===== config.mk =====
export PLATFORM = sky130hd
export DESIGN_NAME = ring_phase_monitor
export DESIGN_NICKNAME = d
export VERILOG_FILES = /design/src/rtl/ring_phase_monitor.sv
export SDC_FILE = /design/constraint.sdc
export NUM_CORES = 1
export LEC_CHECK = 0
export ABC_CLOCK_PERIOD_IN_PS = 4300
export CAP_MARGIN = 10
export CORE_ASPECT_RATIO = 1.5
export CORE_UTILIZATION = 35
export CTS_CLUSTER_DIAMETER = 40
export DETAILED_ROUTE_END_ITERATION = 8
export GPL_ROUTABILITY_DRIVEN = 1
export SLEW_MARGIN = 25
export SYNTH_ARGS = -nofsm -noshare
export SYNTH_HDL_FRONTEND = slang
export SYNTH_SLANG_ARGS = --single-unit

===== constraint.sdc =====
create_clock -name clk -period 4.3 [get_ports clk]
set_input_delay 0.43 -clock clk [delete_from_list [all_inputs] [get_ports clk]]
set_output_delay 0.43 -clock clk [all_outputs]
set_load 0.01 [all_outputs]

===== src/rtl/ring_phase_monitor.sv =====
// Health monitor for a 4-bit one-hot ring counter: locks onto the rotation,
// reports the phase, counts revolutions and latches sequencing faults.
module ring_phase_monitor #(
  parameter int DIR       = 0,
  parameter int LOCK_N    = 4,
  parameter int STUCK_LIM = 8,
  parameter int REV_W     = 8
) (
  input  logic             clk,
  input  logic             reset,
  input  logic [3:0]       q_in,
  input  logic             clear_err,
  output logic             locked,
  output logic [1:0]       phase,
  output logic [REV_W-1:0] rev_count,
  output logic             err_onehot,
  output logic             err_seq,
  output logic             err_stuck,
  output logic             fault
);

  localparam logic [1:0] S_SYNC  = 2'd0;
  localparam logic [1:0] S_LOCK  = 2'd1;
  localparam logic [1:0] S_FAULT = 2'd2;

  localparam logic [3:0]       LOCK_TGT  = 4'(LOCK_N);
  localparam logic [7:0]       STUCK_TGT = 8'(STUCK_LIM);
  localparam logic [REV_W-1:0] REV_ONE   = REV_W'(1);

  logic [1:0] state;
  logic [3:0] q_prev;
  logic       prev_valid;
  logic [3:0] good_cnt;
  logic [7:0] hold_cnt;

  logic       onehot, adv, hold;
  logic [3:0] rot;
  logic [1:0] idx;

  always_comb begin
    onehot = (q_in != 4'd0) && ((q_in & (q_in - 4'd1)) == 4'd0);
    rot    = (DIR == 0) ? {q_prev[2:0], q_prev[3]} : {q_prev[0], q_prev[3:1]};
    adv    = onehot && prev_valid && (q_in == rot);
    hold   = onehot && (q_in == q_prev);
    idx    = 2'd0;
    case (q_in)
      4'b0010: idx = 2'd1;
      4'b0100: idx = 2'd2;
      4'b1000: idx = 2'd3;
      default: idx = 2'd0;
    endcase
  end

  assign locked = (state == S_LOCK);
  assign fault  = (state == S_FAULT);

  always_ff @(posedge clk) begin
    if (reset) begin
      state      <= S_SYNC;
      q_prev     <= 4'd0;
      prev_valid <= 1'b0;
      good_cnt   <= 4'd0;
      hold_cnt   <= 8'd0;
      phase      <= 2'd0;
      rev_count  <= '0;
      err_onehot <= 1'b0;
      err_seq    <= 1'b0;
      err_stuck  <= 1'b0;
    end else begin
      q_prev     <= q_in;
      prev_valid <= onehot;
      case (state)
        S_SYNC: begin
          // Holds neither help nor hurt; anything else but an advance restarts the count.
          if (clear_err) begin
            good_cnt <= 4'd0;
          end else if (adv) begin
            if (good_cnt + 4'd1 == LOCK_TGT) begin
              state     <= S_LOCK;
              good_cnt  <= 4'd0;
              phase     <= idx;
              hold_cnt  <= 8'd0;
              rev_count <= '0;
            end else begin
              good_cnt <= good_cnt + 4'd1;
            end
          end else if (!hold) begin
            good_cnt <= 4'd0;
          end
        end
        S_LOCK: begin
          if (adv) begin
            phase    <= idx;
            hold_cnt <= 8'd0;
            if (idx == 2'd0) rev_count <= rev_count + REV_ONE;
          end else if (hold) begin
            if (hold_cnt + 8'd1 == STUCK_TGT) begin
              err_stuck <= 1'b1;
              state     <= S_FAULT;
            end else begin
              hold_cnt <= hold_cnt + 8'd1;
            end
          end else if (!onehot) begin
            err_onehot <= 1'b1;
            state      <= S_FAULT;
          end else begin
            err_seq <= 1'b1;
            state   <= S_FAULT;
          end
        end
        S_FAULT: begin
          if (clear_err) begin
            err_onehot <= 1'b0;
            err_seq    <= 1'b0;
            err_stuck  <= 1'b0;
            rev_count  <= '0;
            good_cnt   <= 4'd0;
            state      <= S_SYNC;
          end
        end
        default: state <= S_SYNC;
      endcase
    end
  end

endmodule


==> results.toml, run 1 <==
[outcome]
outcome = "completed"

[synth]
synthArstFlopShare = 0
synth_area_um2 = 2050
syn-instance-count = 245
avgSynthCellArea_um2 = 8.36
seq_area_frac_synth = 0.313
ys_ff_latch = 32
synthDistinctLibCells = 60
synthMostInstantiatedCell = "dfxtp_1"
synth_commonest_cells = "32 x dfxtp_1, 16 x nand2_1, 15 x o211ai_1"
syn-num-nets = 256
yosys-top-cells-area = "dfxtp_1 31%, o211ai_1 5.5%, mux2i_1 4.4%"
synthFlopType = "dfxtp_1"
synth_edf_count = 0
synth_top_area_cell = "dfxtp_1"
yosysTopAreaCellShare = 0.313
yosysWarnings = 0

[cells_and_area]
syn_to_final_growth_pct = 14.7
layout-drive-gt1-share = 0.0885
antenna_cells = 0
nFillCells = 595
fin_cells = 330
multi_input_area_um2 = 1270
design_area_um2 = 2350
final_core_util = 0.424
final-seq-area_um2 = 641
nNetsFinal = 270

[clock_network]
ctsHtreeMaxLevel = 2
cts.reportedPaths.clkPinSlew_ns = 0.07
cts_max_path_buffers = 2
cts-root-buf = "clkbuf_8"
ctsHoldBuffers = 0
cts_made_buffers = 5
clock_latency_ns = 0.29
cts_setup_buffers = 0
cts_tree = "done"
cts_sinks = 32
cts.repair.resized = 0

[floorplan]
rows = 33
io-pin-count = 22
die_x_um = 64.5
die_h_um = 95.7
core_um2 = 5530
start_util = 0.370
dieArea_um2 = 6170

[power]
swShare = 0.249
p_comb_frac = 0.076
ir_drop_mv = 0.105
p_sw_mw = 0.148
internal_power_mw = 0.447
powerDensity_nw_per_um2 = 253
p_leak_nw = 0.779
p_seq_frac = 0.506
clockPowerShare = 0.418

[sta]
slew_headroom = 0.384
finalSetupViolations = 0
fin_crit_sh = 0.646
period_needed_ns = 2.78
max_freq_mhz = 360
rsz0062_at_grt = "no"
fin_skew_ns = 0.00499
drv_slew = 0
setup_tns_ns = 0
tightest_slew_ns = 0.923
hold_violations = 0

[worst_setup_path]
end_kind = "register"
cp.required_ns = 4.47
path_class = "primary input to register"
path_buf_inv = 1
max_stage_delay_ns = 0.70
start_kind = "primary input"
slowest_stage = "clkdlybuf4s50_1"
crit_path_cell_trace = "clkdlybuf4s50_1 -> xnor2_1 -> nor3_2 -> or2_1 -> nand4_1 -> o21ai_0 -> nor3_1"
cp.arrival_ns = 2.95
cpLargestDelayFamily = "simple AND/OR/NAND/NOR gates"
worst-r2r-setup-slack_ns = 1.54
crit_path_max_fanout = 14

[hold_path]
min_path_type = "register to register"

[placement]
dpl.cell_count = 322
post-dp-hpwl_um = 3490
port_buffers = 21
gp_congestion = 0.839
placed_cell_area_um2 = 2260

[global_routing]
antenna_found_initial = 0
grtUsageTotal = 0.172
grt_pass1_wl_um = 8330
grt_overflow = 0
grt_max_degree = 31
grt_pass1_vias = 1710

[routing]
wl_per_cell_um = 14.9
antenna_left = 0
drc = 0
vias = 1862
first_pass_iters = 4
wirelength_um = 4910
via_per_inst = 5.64
first_iter_violations = 80

[flow_run]
maxCapViolCount = 0
## final timing paths
kind         startpoint      endpoint  cells past startpoint
max             q_in[2]  rev_count[0]                      7
min            phase[0]      phase[0]                      2
max reg2reg    state[0]  rev_count[0]                      5
min reg2reg    phase[0]      phase[0]                      2
## routing by layer
metal  GRT usage  routed length (um)  share of wire
met3      0.0249                 106          0.022
met5           0                   0              0
met2       0.309                2540           0.52
met4      0.0704                  76          0.015
met1       0.203                2190           0.44
## layout by cell type, fill, tap and decap left out, drive strengths merged, types with 9 or more instances in the layout
cell	count
nand4	10
inv	10
nor2	14
nand2	18
o21ai	12
dfxtp	32
nor3	12
mux2i	9
a21oi	13
clkdlybuf4s50	21
nand3	14
o211ai	15
## per-stage QoR
stage / setup WS, ns / power (mW) / hold slack (ns)
floorplan: 2.23 / 0.344 / 0.469
global placement: 1.30 / 0.352 / 0.446
detailed placement: 1.22 / 0.353 / 0.449
CTS: 1.51 / 0.603 / 0.458
global route: 1.28 / 0.623 / 0.498
finish: 1.52 / 0.595 / 0.458
## final cells by class
class                   instances  area share
flip-flops and latches         32       0.273
clock buffers                   8      0.0384
multi-input cells             188       0.543
inverters                      10      0.0160
well taps                      70      0.0373
repair buffers                 22      0.0927
## flip-flops by register name, indices dropped and copies added (netlist names)
signal      cells
err_onehot      1
err_seq         1
err_stuck       1
good_cnt        4
hold_cnt        8
phase           2
prev_valid      1
q_prev          4
rev_count       8
state           2
## cells by family (layout without fill, tap and decap cells)
group	count (synthesis)	count (layout)	synth area share
and+or+nand+nor	99	99	0.286
AOI/OAI and AO/OA	62	62	0.206
DFF	32	32	0.313
buffers and inverters	25	40	0.0647
xor gates and xnor gates	12	12	0.0513
muxes	11	11	0.0550
adders and majority gates	4	4	0.0244
## power groups by stage
stage	registers (mW)	clock network [mW]	logic [mW]
2_1_floorplan	0.307	0	0.0367
3_3_place_gp	0.307	0	0.0448
3_5_place_dp	0.308	0	0.0451
4_1_cts	0.301	0.257	0.0455
5_1_grt	0.301	0.272	0.0500
6_report	0.301	0.249	0.0453
## worst reg2reg max path, cell delays in order, from the launching register on
cell,delay (ns)
dfxtp_1,0.93
nor2_1,0.25
and2_0,0.32
nor2_1,0.66
o21ai_0,0.29
nor3_1,0.24
Note: power is estimated with default switching activity, not from simulation.
==> run 2: changes to the inputs <==
- ABC_CLOCK_PERIOD_IN_PS: 4300 -> 2300
- clock period: 4.3 -> 2.3 ns (I/O delays scaled with it)
==> results.toml, run 2 (same netlist as run 1, synthesis figures left out) <==
[routing]
vias = 1918
drc = 0
wl_per_cell_um = 14.1
via_per_inst = 5.34
first_pass_iters = 4
wirelength_um = 5070
first_iter_violations = 85
antenna_left = 0

[worst_setup_path]
crit_path_cell_trace = "clkdlybuf4s50_1 -> buf_4 -> or3b_2 -> o21ai_0 -> a31oi_1 -> and4_1 -> o21ai_0 -> mux2i_1"
cp.required_ns = 2.52
crit_path_max_fanout = 6
slowest_stage = "clkdlybuf4s50_1"
cp.arrival_ns = 2.36
end_kind = "register"
max_stage_delay_ns = 0.55
path_class = "primary input to register"
start_kind = "primary input"
cp_common_cell = "o21ai_0"

[floorplan]
die_h_um = 95.7
rows = 33
start_util = 0.370
io-pin-count = 22
dieArea_um2 = 6170
core_um2 = 5530
die_x_um = 64.5

[clock_network]
cts.reportedPaths.clkPinSlew_ns = 0.07
ctsHtreeMaxLevel = 2
clock_latency_ns = 0.29
cts_made_buffers = 5
cts_max_path_buffers = 2
cts_tree = "done"
cts_sinks = 32
cts-root-buf = "clkbuf_8"

[cells_and_area]
nNetsFinal = 299
final_core_util = 0.465
reg_top3 = "hold_cnt: 8 flops, rev_count: 8 flops"
nFillCells = 592
layout_common_cells = "32 x dfxtp_1, 30 x buf_4, 21 x clkdlybuf4s50_1, 16 x nand2_1, 15 x o211ai_1"
layout-drive-gt1-share = 0.190
syn_to_final_growth_pct = 25.5
antenna_cells = 0
layout_commonest_cell = "dfxtp_1"

[power]
p_leak_nw = 0.926
powerDensity_nw_per_um2 = 441
ir_drop_mv = 0.220

[sta]
slew_headroom = 0.657
hold_violations = 0
rsz0062_at_grt = "no"
setup_ws_ns = 0.157
setup_tns_ns = 0
tightest_slew_ns = 0.514
period_needed_ns = 2.14
finalSetupViolations = 0
fin_skew_ns = 0.00766
max_freq_mhz = 467
drv_slew = 0
fin_hold_ws_ns = 0.458
fin_crit_sh = 0.932

[global_routing]
grt_pass1_wl_um = 8620
grt_pass1_vias = 1900
grt_max_degree = 30
grt_overflow = 0
grtUsageTotal = 0.178
antenna_found_initial = 0

[placement]
post-dp-hpwl_um = 3770
port_buffers = 21
pre_cts_slack_ns = -0.137
gp_congestion = 0.884

[outcome]
outcome = "completed"

[flow_run]
maxCapViolCount = 0

[hold_path]
min_path_type = "register to register"
[run 2: cell count changes in the layout (fill, tap and decap cells not counted)]
| cell | before | now |
|---|---|---|
| nor2_1 | 14 | 13 |
| buf_4 | 1 | 30 |
| clkbuf_1 | 2 | 0 |
| clkinv_2 | 0 | 2 |
| nor2_2 | 0 | 1 |
[run 2: routing by layer]
| layer | vias to the layer above | GRT usage | wire, um |
|---|---|---|---|
| li1 | 983 | - | - |
| met1 | 903 | 0.200 | 2210 |
| met2 | 23 | 0.319 | 2630 |
| met3 | 9 | 0.0391 | 111 |
| met4 | 0 | 0.0796 | 114 |
| met5 | - | 0 | 0 |
[run 2: path summary, 6_finish.rpt]
kind | startpoint | endpoint | slack, ns | cells past startpoint
setup / recovery | q_in[1] | rev_count[2] | 0.16 | 8
hold / removal | phase[0] | phase[0] | 0.46 | 2
setup reg to reg | good_cnt[0] | rev_count[6] | 0.19 | 8
hold reg to reg | phase[0] | phase[0] | 0.46 | 2
[run 2: final cells by class]
class,count,area [um2],area share
multi-input cells,188,1280,0.497
flip-flops and latches,32,641,0.249
repair buffers,51,435,0.169
well taps,70,87.6,0.0341
clock buffers,6,82.6,0.0321
inverters,10,37.5,0.0146
clock inverters,2,10.0,0.00389
[run 2: where the power goes]
part	internal (mW)	switching, mW	leakage (nW)
Combinational	0.0523	0.0576	0.617
Sequential	0.559	0.00370	0.259
Clock	0.239	0.223	0.0510
Total	0.850	0.284	0.926
[run 2: critical path, delay by kind of cell]
family	cells	cell delay, ns
compound gates	3	0.45
buf+inv	2	0.76
simple gates	2	0.72
mux	1	0.20
[run 2: per-stage QoR]
step	instances	instance area, um2	power [mW]
final	359	2570	1.13
after CTS	359	2570	1.15
after detailed placement	351	2480	0.685
after floorplan	245	2050	0.643
after global placement	351	2480	0.684
after global routing	359	2570	1.19
[run 2: repair_timing]
action,in CTS,in global routing
setup endpoints to repair,0,1
gates resized for setup,0,1
hold endpoints to repair,0,0
setup buffers,0,0
hold buffers,0,0
